==> src/rtl/mem_if_pkg.sv <==
// Shared memory-interface definitions for the cache-to-memory adaptor.
//   LINE_W / BURST_W / ADDR_W : default widths of the cache line, memory beat and address
//   adaptor_state_t           : burst adaptor FSM states
package mem_if_pkg;

    localparam int LINE_W  = 256;
    localparam int BURST_W = 64;
    localparam int ADDR_W  = 32;

    typedef enum logic [1:0] {
        IDLE  = 2'd0,
        READ  = 2'd1,
        WRITE = 2'd2,
        DONE  = 2'd3
    } adaptor_state_t;

endpackage

==> src/rtl/cacheline_burst_adaptor.sv <==
// Converts one cache-line read/write into a BEATS-long burst of BURST_W beats
// on the memory bus, and returns a one-cycle resp_o to the cache when done.
//   clk, rst             : clock, synchronous active-high reset
//   line_i / line_o      : line to write / assembled read line
//   address_i            : line address from the cache
//   read_i / write_i     : cache requests (write wins when both are high)
//   resp_o               : one-cycle completion pulse to the cache
//   burst_i / burst_o    : read beat from memory / write beat to memory
//   address_o            : line-aligned address, held for the whole burst
//   read_o / write_o     : memory requests, high for the whole burst
//   resp_i               : memory beat strobe; low inside a burst stalls it
module cacheline_burst_adaptor
    import mem_if_pkg::*;
#(
    parameter int LINE_W  = mem_if_pkg::LINE_W,
    parameter int BURST_W = mem_if_pkg::BURST_W,
    parameter int ADDR_W  = mem_if_pkg::ADDR_W
) (
    input  logic               clk,
    input  logic               rst,
    input  logic [LINE_W-1:0]  line_i,
    output logic [LINE_W-1:0]  line_o,
    input  logic [ADDR_W-1:0]  address_i,
    input  logic               read_i,
    input  logic               write_i,
    output logic               resp_o,
    input  logic [BURST_W-1:0] burst_i,
    output logic [BURST_W-1:0] burst_o,
    output logic [ADDR_W-1:0]  address_o,
    output logic               read_o,
    output logic               write_o,
    input  logic               resp_i
);

    localparam int BEATS  = LINE_W / BURST_W;
    localparam int BEAT_W = (BEATS > 1) ? $clog2(BEATS) : 1;
    localparam int OFFS_W = $clog2(LINE_W / 8);

    // Clears the byte offset inside a line.
    localparam logic [ADDR_W-1:0] ALIGN_MASK = ~ADDR_W'((64'd1 << OFFS_W) - 64'd1);
    localparam logic [BEAT_W-1:0] LAST_BEAT  = BEAT_W'(BEATS - 1);

    adaptor_state_t     state, state_nxt;
    logic [BEAT_W-1:0]  beat;
    logic [LINE_W-1:0]  rbuf;
    logic [LINE_W-1:0]  wline;
    logic [ADDR_W-1:0]  addr_q;
    logic               last_beat;

    assign last_beat = resp_i && (beat == LAST_BEAT);

    // Next-state logic
    always_comb begin
        state_nxt = state;
        unique case (state)
            IDLE:  if (write_i)     state_nxt = WRITE;
                   else if (read_i) state_nxt = READ;
            READ:  if (last_beat)   state_nxt = DONE;
            WRITE: if (last_beat)   state_nxt = DONE;
            DONE:                   state_nxt = IDLE;
            default:                state_nxt = IDLE;
        endcase
    end

    // Moore outputs; burst_o is only driven during a write burst.
    always_comb begin
        read_o    = (state == READ);
        write_o   = (state == WRITE);
        resp_o    = (state == DONE);
        burst_o   = '0;
        if (state == WRITE)
            burst_o = wline[beat*BURST_W +: BURST_W];
        address_o = addr_q;
        line_o    = rbuf;
    end

    always_ff @(posedge clk) begin
        if (rst) begin
            state  <= IDLE;
            beat   <= '0;
            rbuf   <= '0;
            wline  <= '0;
            addr_q <= '0;
        end else begin
            state <= state_nxt;
            unique case (state)
                IDLE: begin
                    // Request inputs are only sampled here; later changes are ignored.
                    if (write_i || read_i) begin
                        addr_q <= address_i & ALIGN_MASK;
                        wline  <= line_i;
                    end
                end
                READ: begin
                    if (resp_i) begin
                        rbuf[beat*BURST_W +: BURST_W] <= burst_i;
                        beat <= last_beat ? '0 : beat + 1'b1;
                    end
                end
                WRITE: begin
                    if (resp_i)
                        beat <= last_beat ? '0 : beat + 1'b1;
                end
                default: ;
            endcase
        end
    end

endmodule

==> config.mk <==
export PLATFORM = sky130hd
export DESIGN_NAME = cacheline_burst_adaptor
export DESIGN_NICKNAME = d
export VERILOG_FILES = /design/src/rtl/mem_if_pkg.sv /design/src/rtl/cacheline_burst_adaptor.sv
export SDC_FILE = /design/constraint.sdc
export NUM_CORES = 1
export LEC_CHECK = 0
export ABC_AREA = 1
export CAP_MARGIN = 20
export CORE_AREA = 2 2 278 280
export CTS_CLUSTER_SIZE = 16
export DETAILED_ROUTE_END_ITERATION = 7
export DIE_AREA = 0 0 280 282
export PLACE_DENSITY = 0.65
export SLEW_MARGIN = 30
export SYNTH_ARGS = -nofsm -noshare
export SYNTH_HDL_FRONTEND = slang
export SYNTH_SLANG_ARGS = --single-unit
export TNS_END_PERCENT = 50
==> constraint.sdc <==
create_clock -name clk -period 2.1 [get_ports clk]
set_input_delay 0.315 -clock clk [delete_from_list [all_inputs] [get_ports clk]]
set_output_delay 0.315 -clock clk [all_outputs]
set_load 0.02 [all_outputs]
# After elaboration in Yosys (flattened, before gate mapping)
# Index checks and enable logic that the tools add are counted.
# op_classes
addsub	2
n_eq_ne	6
shift	3
n_mux	7
reduce_logical	8
# op_table
operator	count
$bwmux W256	1
$shift A64 B34 Y256 const A	1
$shiftx A256 B9 Y64	1
$shiftx A64 B34 Y256	1
$mux W64	1
$neg A8 Y34	1
$mux W2	4
$reduce_and A2 Y1	4
$eq A2 B2 Y1 const B	3
$pmux W2 S3	1
$ne A3 B3 Y1 const B	1
$add A2 B1 Y2 const B	1
$eq A2 B1 Y1 const B	1
$logic_not A2 Y1	1
$ne A2 B1 Y1 const B	1
$reduce_or A2 Y1	1
$logic_and A1 B1 Y1	1
$logic_or A1 B1 Y1	1
# word_totals
reg_bits	543
inputBits	357
out_inout_bits	355

# Longest topological paths before layout
# Gate-level depths: netlist (run 1).
# depth
word_depth	4
mapped_depth	12
mapped_depth_nobuf	7

# Worst setup path before layout (run 1)
# OpenSTA, ideal clock, no wires.
# synth_timing
path_type	flip-flop to flip-flop
start	reg beat[0]
end	reg rbuf[212], in the netlist line_o[212]
setup_ns	0.070
t_arrival_ns	1.933
required_ns	2.030
setup_slack_ns	0.097
path_stages_with_launch	12
n_path_buf	4
synth_period_minus_slack_ns	2.003
path_cell_list	dfxtp_1 -> buf_4 -> inv_2 -> buf_2 -> buf_2 -> ha_1 -> inv_1 -> nand2_1 -> nor2_4 -> buf_2 -> nand2_1 -> a21oi_1
# synth_via
elab_chain_len	3
# synth_rtl
element	line	rtl
start: declaration	cacheline_burst_adaptor.sv:44	logic [BEAT_W-1:0] beat;
start signal: assignment	cacheline_burst_adaptor.sv:97	beat <= last_beat ? '0 : beat + 1'b1;
start signal: assignment	cacheline_burst_adaptor.sv:102	beat <= last_beat ? '0 : beat + 1'b1;
$neg A8 Y34 (*)	cacheline_burst_adaptor.sv:96	rbuf[beat*BURST_W +: BURST_W] <= burst_i;
$shiftx A64 B34 Y256 / $shift A64 B34 Y256 (equally long branches)	cacheline_burst_adaptor.sv:96	
$bwmux W256 (*)	cacheline_burst_adaptor.sv:96	
end signal: indexed assignment	cacheline_burst_adaptor.sv:96	
end: declaration	cacheline_burst_adaptor.sv:45	logic [LINE_W-1:0] rbuf;
# Every way passes the cells marked *; elsewhere a longest branch is shown, timed or not.
# A chain may end at the register's enable or synchronous reset.

# Worst setup path in the final report (run 1)
# layout_timing
start	reg beat[0]
end	out burst_o[57]
# layout_via
elab_chain_len	2
# layout_rtl
element	line	rtl
$shiftx A256 B9 Y64	cacheline_burst_adaptor.sv:72	burst_o = wline[beat*BURST_W +: BURST_W];
$mux W64	cacheline_burst_adaptor.sv:71	if (state == WRITE)
end: declaration	cacheline_burst_adaptor.sv:28	output logic [BURST_W-1:0] burst_o,
# Every way passes these cells.

==> impl_results.md, run 1 <==
- Crit path time final: 2.36 ns
- Die W: between 200 and 300 um
- Vias in the first global route: 22400
- Layout cell share with drive strength beyond 1: 16.3%
- CTS Buf Count: 60
- Core box area: roughly 0.076 mm2
- Design area: roughly 0.036 mm2
- All-Layer GR Usage: 22.1%
- Req. time, crit path: 1.78 ns
- PortBufs: between 700 and 800
- Simple-gate share of the synthesized area: 26.0%
- Hold path depth: 4
- Synth Register Bits: 543
- Layout area overhead: 60.5%
- CP arrival: 2.04 ns
- Filler Cell Count: 7381
- Reg2reg end: line_o[115]
- Drt total wl: 93800 um
- Synth area leaders: dfxtp_1 (49%), nor2_1 (13%), o21ai_0 (9.8%)
- Main combinational cell family by area after synthesis: simple AND/OR/NAND/NOR gates
- Synth Area in Compound Gates: 17.5%
- PD cells: between 1000 and 1500 mW/mm2
- H-tree depth: 2
- Final Max Slew Viols: 0
- Hold path endpoint: state[0]
- XOR/XNOR Fraction of Synth Area: 0%
- DPL Wire Length: 62300 um
- Worst setup margin: -0.257 ns
- Post-synthesis sequential area ratio: between 40% and 50%
- Reg2reg path depth: 11
- Worst setup EP type: output port
- Period Utilization, post-route: 112%
- Nets: 4266
- # clock sinks: 543
- Worst hold slack: 0.155 ns
- Hold path startpoint: rst
- DRC viols: 0
- Avg WL per Cell: between 15 and 20 um
- Adder-cell share of the synthesized area: 0.564%
- Synth area leader: dfxtp_1
- Die height: about 280 um
- ANT nets after route: 0
- Longest Clk Path Bufs: 3
- Max frequency: 0.424 GHz
- Hold_buf cts: 0
- Clk_skew: approximately 0.022 ns
- Synth Cell Area: roughly 0.022 mm2
- Root Buffer: clkbuf_16
- Setup TNS: -20.60 ns
- Drt first pass iters: 7
- GPL Wtd Cong: 0.849
- Status: finished with violations
- Largest net degree at the start of global routing: 154
- Initial DRC Count: 1741
- Max_cap viols: 0
- RSZ-0062 raised after global routing: yes
- Global-route wire length before repair: 134000 um
- Reg2Reg Launch Point: beat[0]
- CTS tree: built
- Multiplexer share of the synthesized area: 0%
- Final setup viols: around 210
- Synth warnings: 0
- HP Class: primary input to flop
- Flop-to-flop setup slack: -0.14 ns
- Pleak: between 10 and 15 nW
- CP Launch Type: flop
- Dpl cell area: 0.0311 mm2
- Synth Area per Inst: 7.04 um2
- Tot Pwr: 0.0427 W
- CP max FO: 12
- Setup Crit Path Kind: flop to output port
- Grt total ovfl: 0
- Area share of the largest cell type after synthesis: between 40% and 50%
- Routed vias/inst: 4.85
- Maximum vdd ir drop: 0.700 mV
- Row cnt: 101
- Mapped Cells: between 3000 and 4000
- Slew margin rel.: 46.8%
- Violated checks: negative setup slack
- Synth cell types: 20
- DR vias: 23900
- Clk_lat worst skew: 0.64 ns
- Initial core utilization: 29.3%
- Clock transition at the registers of the reported paths: 0.06 ns
- Pre-CTS setup slack: -0.145 ns
- I/O pin count: 712
- Final hold viol count: 0
- Worst Tran Pin Value: 0.798 ns
- Die Area: 0.0790 mm2
- Initial antenna violation count: 17
==> logic make-up after synthesis <==
logic type / count (synthesis)
AO/OA/AOI/OAI: 776
flip-flops: 543
other: 1
AND/OR/NAND/NOR: 1481
buffers and inverters: 338
adder cells (fa/ha/maj): 10
==> through the flow <==
stage	std cells	utilization (%)
after floorplan	3153	-
after global placement	4733	41.1
after detailed placement	4733	41.1
after CTS	4901	45.7
after global routing	4931	47.0
final	4934	47.0
==> report_power, final <==
part           internal, W  switching, W
registers           0.0127       0.00152
clock network      0.00599       0.00451
logic              0.00786        0.0101
==> synthesized netlist by cell type <==
cell type	count
a21oi_1	322
buf_1	10
buf_2	137
buf_4	17
buf_6	2
clkbuf_1	93
clkbuf_2	1
conb_1	1
dfxtp_1	543
ha_1	10
inv_1	73
inv_2	5
nand2_1	563
nand3_1	131
nor2_1	781
nor2_2	2
nor2_4	4
o21ai_0	433
o21ai_1	20
o21ai_2	1
==> flip-flops by register name (all words and copies together) (netlist names) <==
name and cells:
state 2, wline 256, line_o 256, address_o 27
beat 2
==> layout make-up <==
type                            instances  area [um2]  area share, %
Sequential cell                       543       10900           30.6
Multi-Input combinational cell       2272       10700           30.1
Timing Repair Buffer                  943       10400           29.3
Clock buffer                           90        1790           5.02
Tap cell                              978        1220           3.44
Inverter                               78         340          0.957
Clock inverter                         17         159          0.447
Antenna cell                           12        30.0         0.0844
Timing Repair inverter                  1        8.76         0.0246
==> critical path, cell delays in order (launching register included) <==
cell and delay [ns]:
dfxtp_4 0.40, inv_8 0.10, bufbuf_16 0.29, buf_4 0.12, nand2_1 0.06, nand2_1 0.07
nand2_1 0.06, a21oi_2 0.17, buf_6 0.14
==> routing by layer <==
metal	track usage, %	share of wire, %	up-vias
li1	-	-	11700
met1	25.5	38	11000
met2	38.0	48	998
met3	6.09	9.1	211
met4	10.4	4.6	6
met5	0	0.044	-
==> worst max path at each step <==
stage	startpoint	endpoint
after floorplan	beat[0]	line_o[212]
after global placement	beat[0]	burst_o[38]
after detailed placement	beat[0]	burst_o[38]
after CTS	beat[0]	burst_o[30]
after global routing	beat[0]	burst_o[46]
final	beat[0]	burst_o[57]
==> timing repair <==
item	CTS	global route
cloned	21	10
setup buffers	41	20
setup endpoints to repair	246	321
endpoints found under the hold margin	0	0
pin swaps	37	85
resized for setup	479	221
==> cells in the final DEF (no fill, tap or decap), drive strengths merged <==
| cell type | n |
|---|---|
| a21oi | 322 |
| buf | 291 |
| bufbuf | 7 |
| bufinv | 1 |
| clkbuf | 100 |
| clkdlybuf4s50 | 633 |
| clkinv | 11 |
| clkinvlp | 1 |
| conb | 5 |
| dfxtp | 543 |
| diode | 12 |
| dlygate4sd2 | 2 |
| ha | 10 |
| inv | 83 |
| nand2 | 563 |
| nand3 | 131 |
| nor2 | 787 |
| o21ai | 454 |
Note: power is estimated with default switching activity, not from simulation.
==> run 2, diff against run 1 <==
--- a/config.mk
+++ b/config.mk
@@ -12,6 +12,7 @@
 export DETAILED_ROUTE_END_ITERATION = 7
 export DIE_AREA = 0 0 280 282
 export PLACE_DENSITY = 0.65
+export RECOVER_POWER = 50
 export SLEW_MARGIN = 30
 export SYNTH_ARGS = -nofsm -noshare
 export SYNTH_HDL_FRONTEND = slang
==> run 2 against run 1 <==
The run still ends with negative setup slack left. Count of clock-buffer cells in the layout stayed put. Hold slack hardly changed. Maximum frequency is essentially flat. Total power about the same. Sequential share of layout area is essentially flat. Critical endpoint unchanged. Highest routed layer unchanged.
==> impl_results.md, run 2 (synthesis results as in run 1) <==
- Most frequent cells in the layout: nor2_1 (742), clkdlybuf4s50_1 (633), dfxtp_1 (541) (unchanged)
- H-tree depth: 2 (unchanged)
- Drt total wl: 93800 um (about the same)
- Vias in the first global route: 22400 (unchanged)
- Period Utilization, post-route: 112% (about the same)
- Die height: 282 um (unchanged)
- RSZ-0062 raised after global routing: yes (unchanged)
- Die W: 280 um (unchanged)
- Non-Filler Instances: 4934 (unchanged)
- Drt first pass iters: 7 (unchanged)
- DPL Wire Length: 62300 um (unchanged)
- CP max FO: 12 (unchanged)
- Root Buffer: clkbuf_16 (unchanged)
- Violated checks: negative setup slack (unchanged)
- Core box area: 0.0757 mm2 (unchanged)
- Dpl cells: 4733 (unchanged)
- All-Layer GR Usage: 22.1% (unchanged)
- P_sw: 0.0161 W (about the same)
- Largest net degree at the start of global routing: 154 (unchanged)
- Pleak: 14.0 nW (about the same)
- Tot Pwr: 0.0427 W (about the same)
- Most common cell after layout, fill and taps aside: nor2_1 (unchanged)
- GPL Wtd Cong: 0.849 (unchanged)
- Grt total ovfl: 0 (unchanged)
- # clock sinks: 543 (unchanged)
- Clk pwr share: 24.6% (about the same)
- Layout area overhead: 60.4% (was 60.5%)
- Initial DRC Count: 1741 (unchanged)
- Max_cap viols: 0 (unchanged)
- Die Area: 0.0790 mm2 (unchanged)
- Crit path time final: 2.36 ns (about the same)
- CTS Buf Count: 60 (unchanged)
- Layout cell share with drive strength beyond 1: 16.3% (about the same)
- Part of the power in registers: 33.4% (about the same)
- Clock transition at the registers of the reported paths: 0.06 ns (about the same)
- Initial antenna violation count: 17 (unchanged)
- Worst setup margin: -0.257 ns (about the same)
- Slew margin rel.: 46.3% (was 46.8%)
- Maximum vdd ir drop: 0.701 mV (was 0.700 mV)
- Clk_lat worst skew: 0.64 ns (about the same)
- Worst hold slack: 0.155 ns (about the same)
- CP Launch Type: flop (unchanged)
- PD cells: 1200 mW/mm2 (about the same)
- CP arrival: 2.04 ns (about the same)
- Final hold viol count: 0 (unchanged)
- Setup TNS: -21.02 ns (was -20.60 ns)
- Worst Tran Pin Value: 0.805 ns (was 0.798 ns)
- HP Class: primary input to flop (unchanged)
- Clk_skew: 0.0222 ns (was 0.0223 ns)
- CTS tree: built (unchanged)
- Global-route wire length before repair: 134000 um (unchanged)
- ANT nets after route: 0 (unchanged)
- Initial core utilization: 29.3% (unchanged)
- PortBufs: 701 (unchanged)
- Status: finished with violations (unchanged)
- Max frequency: 0.424 GHz (about the same)
- Routed vias/inst: 4.85 (about the same)
- Design internal power: 0.0266 W (about the same)
- Avg WL per Cell: 19.0 um (about the same)
- Gate power share: 42.0% (about the same)
- Final Max Slew Viols: 0 (unchanged)
- Worst setup EP type: output port (unchanged)
- Hold_buf cts: 0 (unchanged)
- DRC viols: 0 (unchanged)
- Longest Clk Path Bufs: 3 (unchanged)
- DR vias: 23900 (about the same)
- Final setup viols: 227 (was 207)
- Nets: 4266 (unchanged)
- Req. time, crit path: 1.78 ns (about the same)
- I/O pin count: 712 (unchanged)
- Row cnt: 101 (unchanged)
- Sw Share: 37.8% (about the same)
- Setup Crit Path Kind: flop to output port (unchanged)
[run 2: cell counts in the layout (fill, tap and decap cells not counted)]
Identical to the previous run, type by type.
[run 2: metrics by stage]
step	util (%)	setup WS (ns)	cell area [um2]
2_1_floorplan	-	0.0967	22200
3_3_place_gp	41.1	-0.193	31100
3_5_place_dp	41.1	-0.145	31100
4_1_cts	45.7	-0.345	34600
5_1_grt	47.0	-0.381	35500
6_report	47.0	-0.257	35600
[run 2: critical path, stage by stage, from the launching register on]
cell,delay [ns]
dfxtp_4,0.40
inv_8,0.10
bufbuf_16,0.29
buf_4,0.12
nand2_1,0.06
nand2_1,0.07
nand2_1,0.06
a21oi_2,0.17
buf_6,0.14
[run 2: power by group through the flow]
stage | clock [W] | combinational [W] | sequential [W]
2_1_floorplan | 0 | 0.00768 | 0.0145
6_report | 0.0105 | 0.0179 | 0.0142
4_1_cts | 0.0107 | 0.0166 | 0.0142
3_5_place_dp | 0 | 0.0145 | 0.0143
3_3_place_gp | 0 | 0.0144 | 0.0142
5_1_grt | 0.0111 | 0.0194 | 0.0145
[run 2: final cells by class]
type / instances / area [um2]
fillers: 7381 / 40100
inverters: 78 / 335
clock inverters: 17 / 159
repair inverters: 1 / 8.76
clock buffers: 90 / 1790
well taps: 978 / 1220
repair buffers: 943 / 10400
diodes: 12 / 30.0
multi-input cells: 2272 / 10700
flip-flops and latches: 543 / 10900
[run 2: repair_timing]
action                                  4_1_cts  5_1_grt
gates resized for setup                     479      221
gates cloned                                 21       10
endpoints found under the setup margin      246      321
pin swaps                                    37       85
buffers inserted                             41       20
[run 2: final timing paths]
kind / slack [ns] / from / endpoint / depth (start not counted)
hold / removal: 0.15 / rst / state[0] / 4
hold reg to reg: 0.46 / line_o[150] / line_o[150] / 2
setup reg to reg: -0.14 / beat[0] / line_o[115] / 11
setup / recovery: -0.26 / beat[0] / burst_o[57] / 8
[run 2: routing by layer]
layer | track usage, % | vias to the layer above | share of wire (%)
li1 | - | 11700 | -
met2 | 38.0 | 997 | 48
met1 | 25.5 | 11100 | 38
met4 | 10.4 | 6 | 4.6
met5 | 0 | - | 0.044
met3 | 6.09 | 209 | 9.0
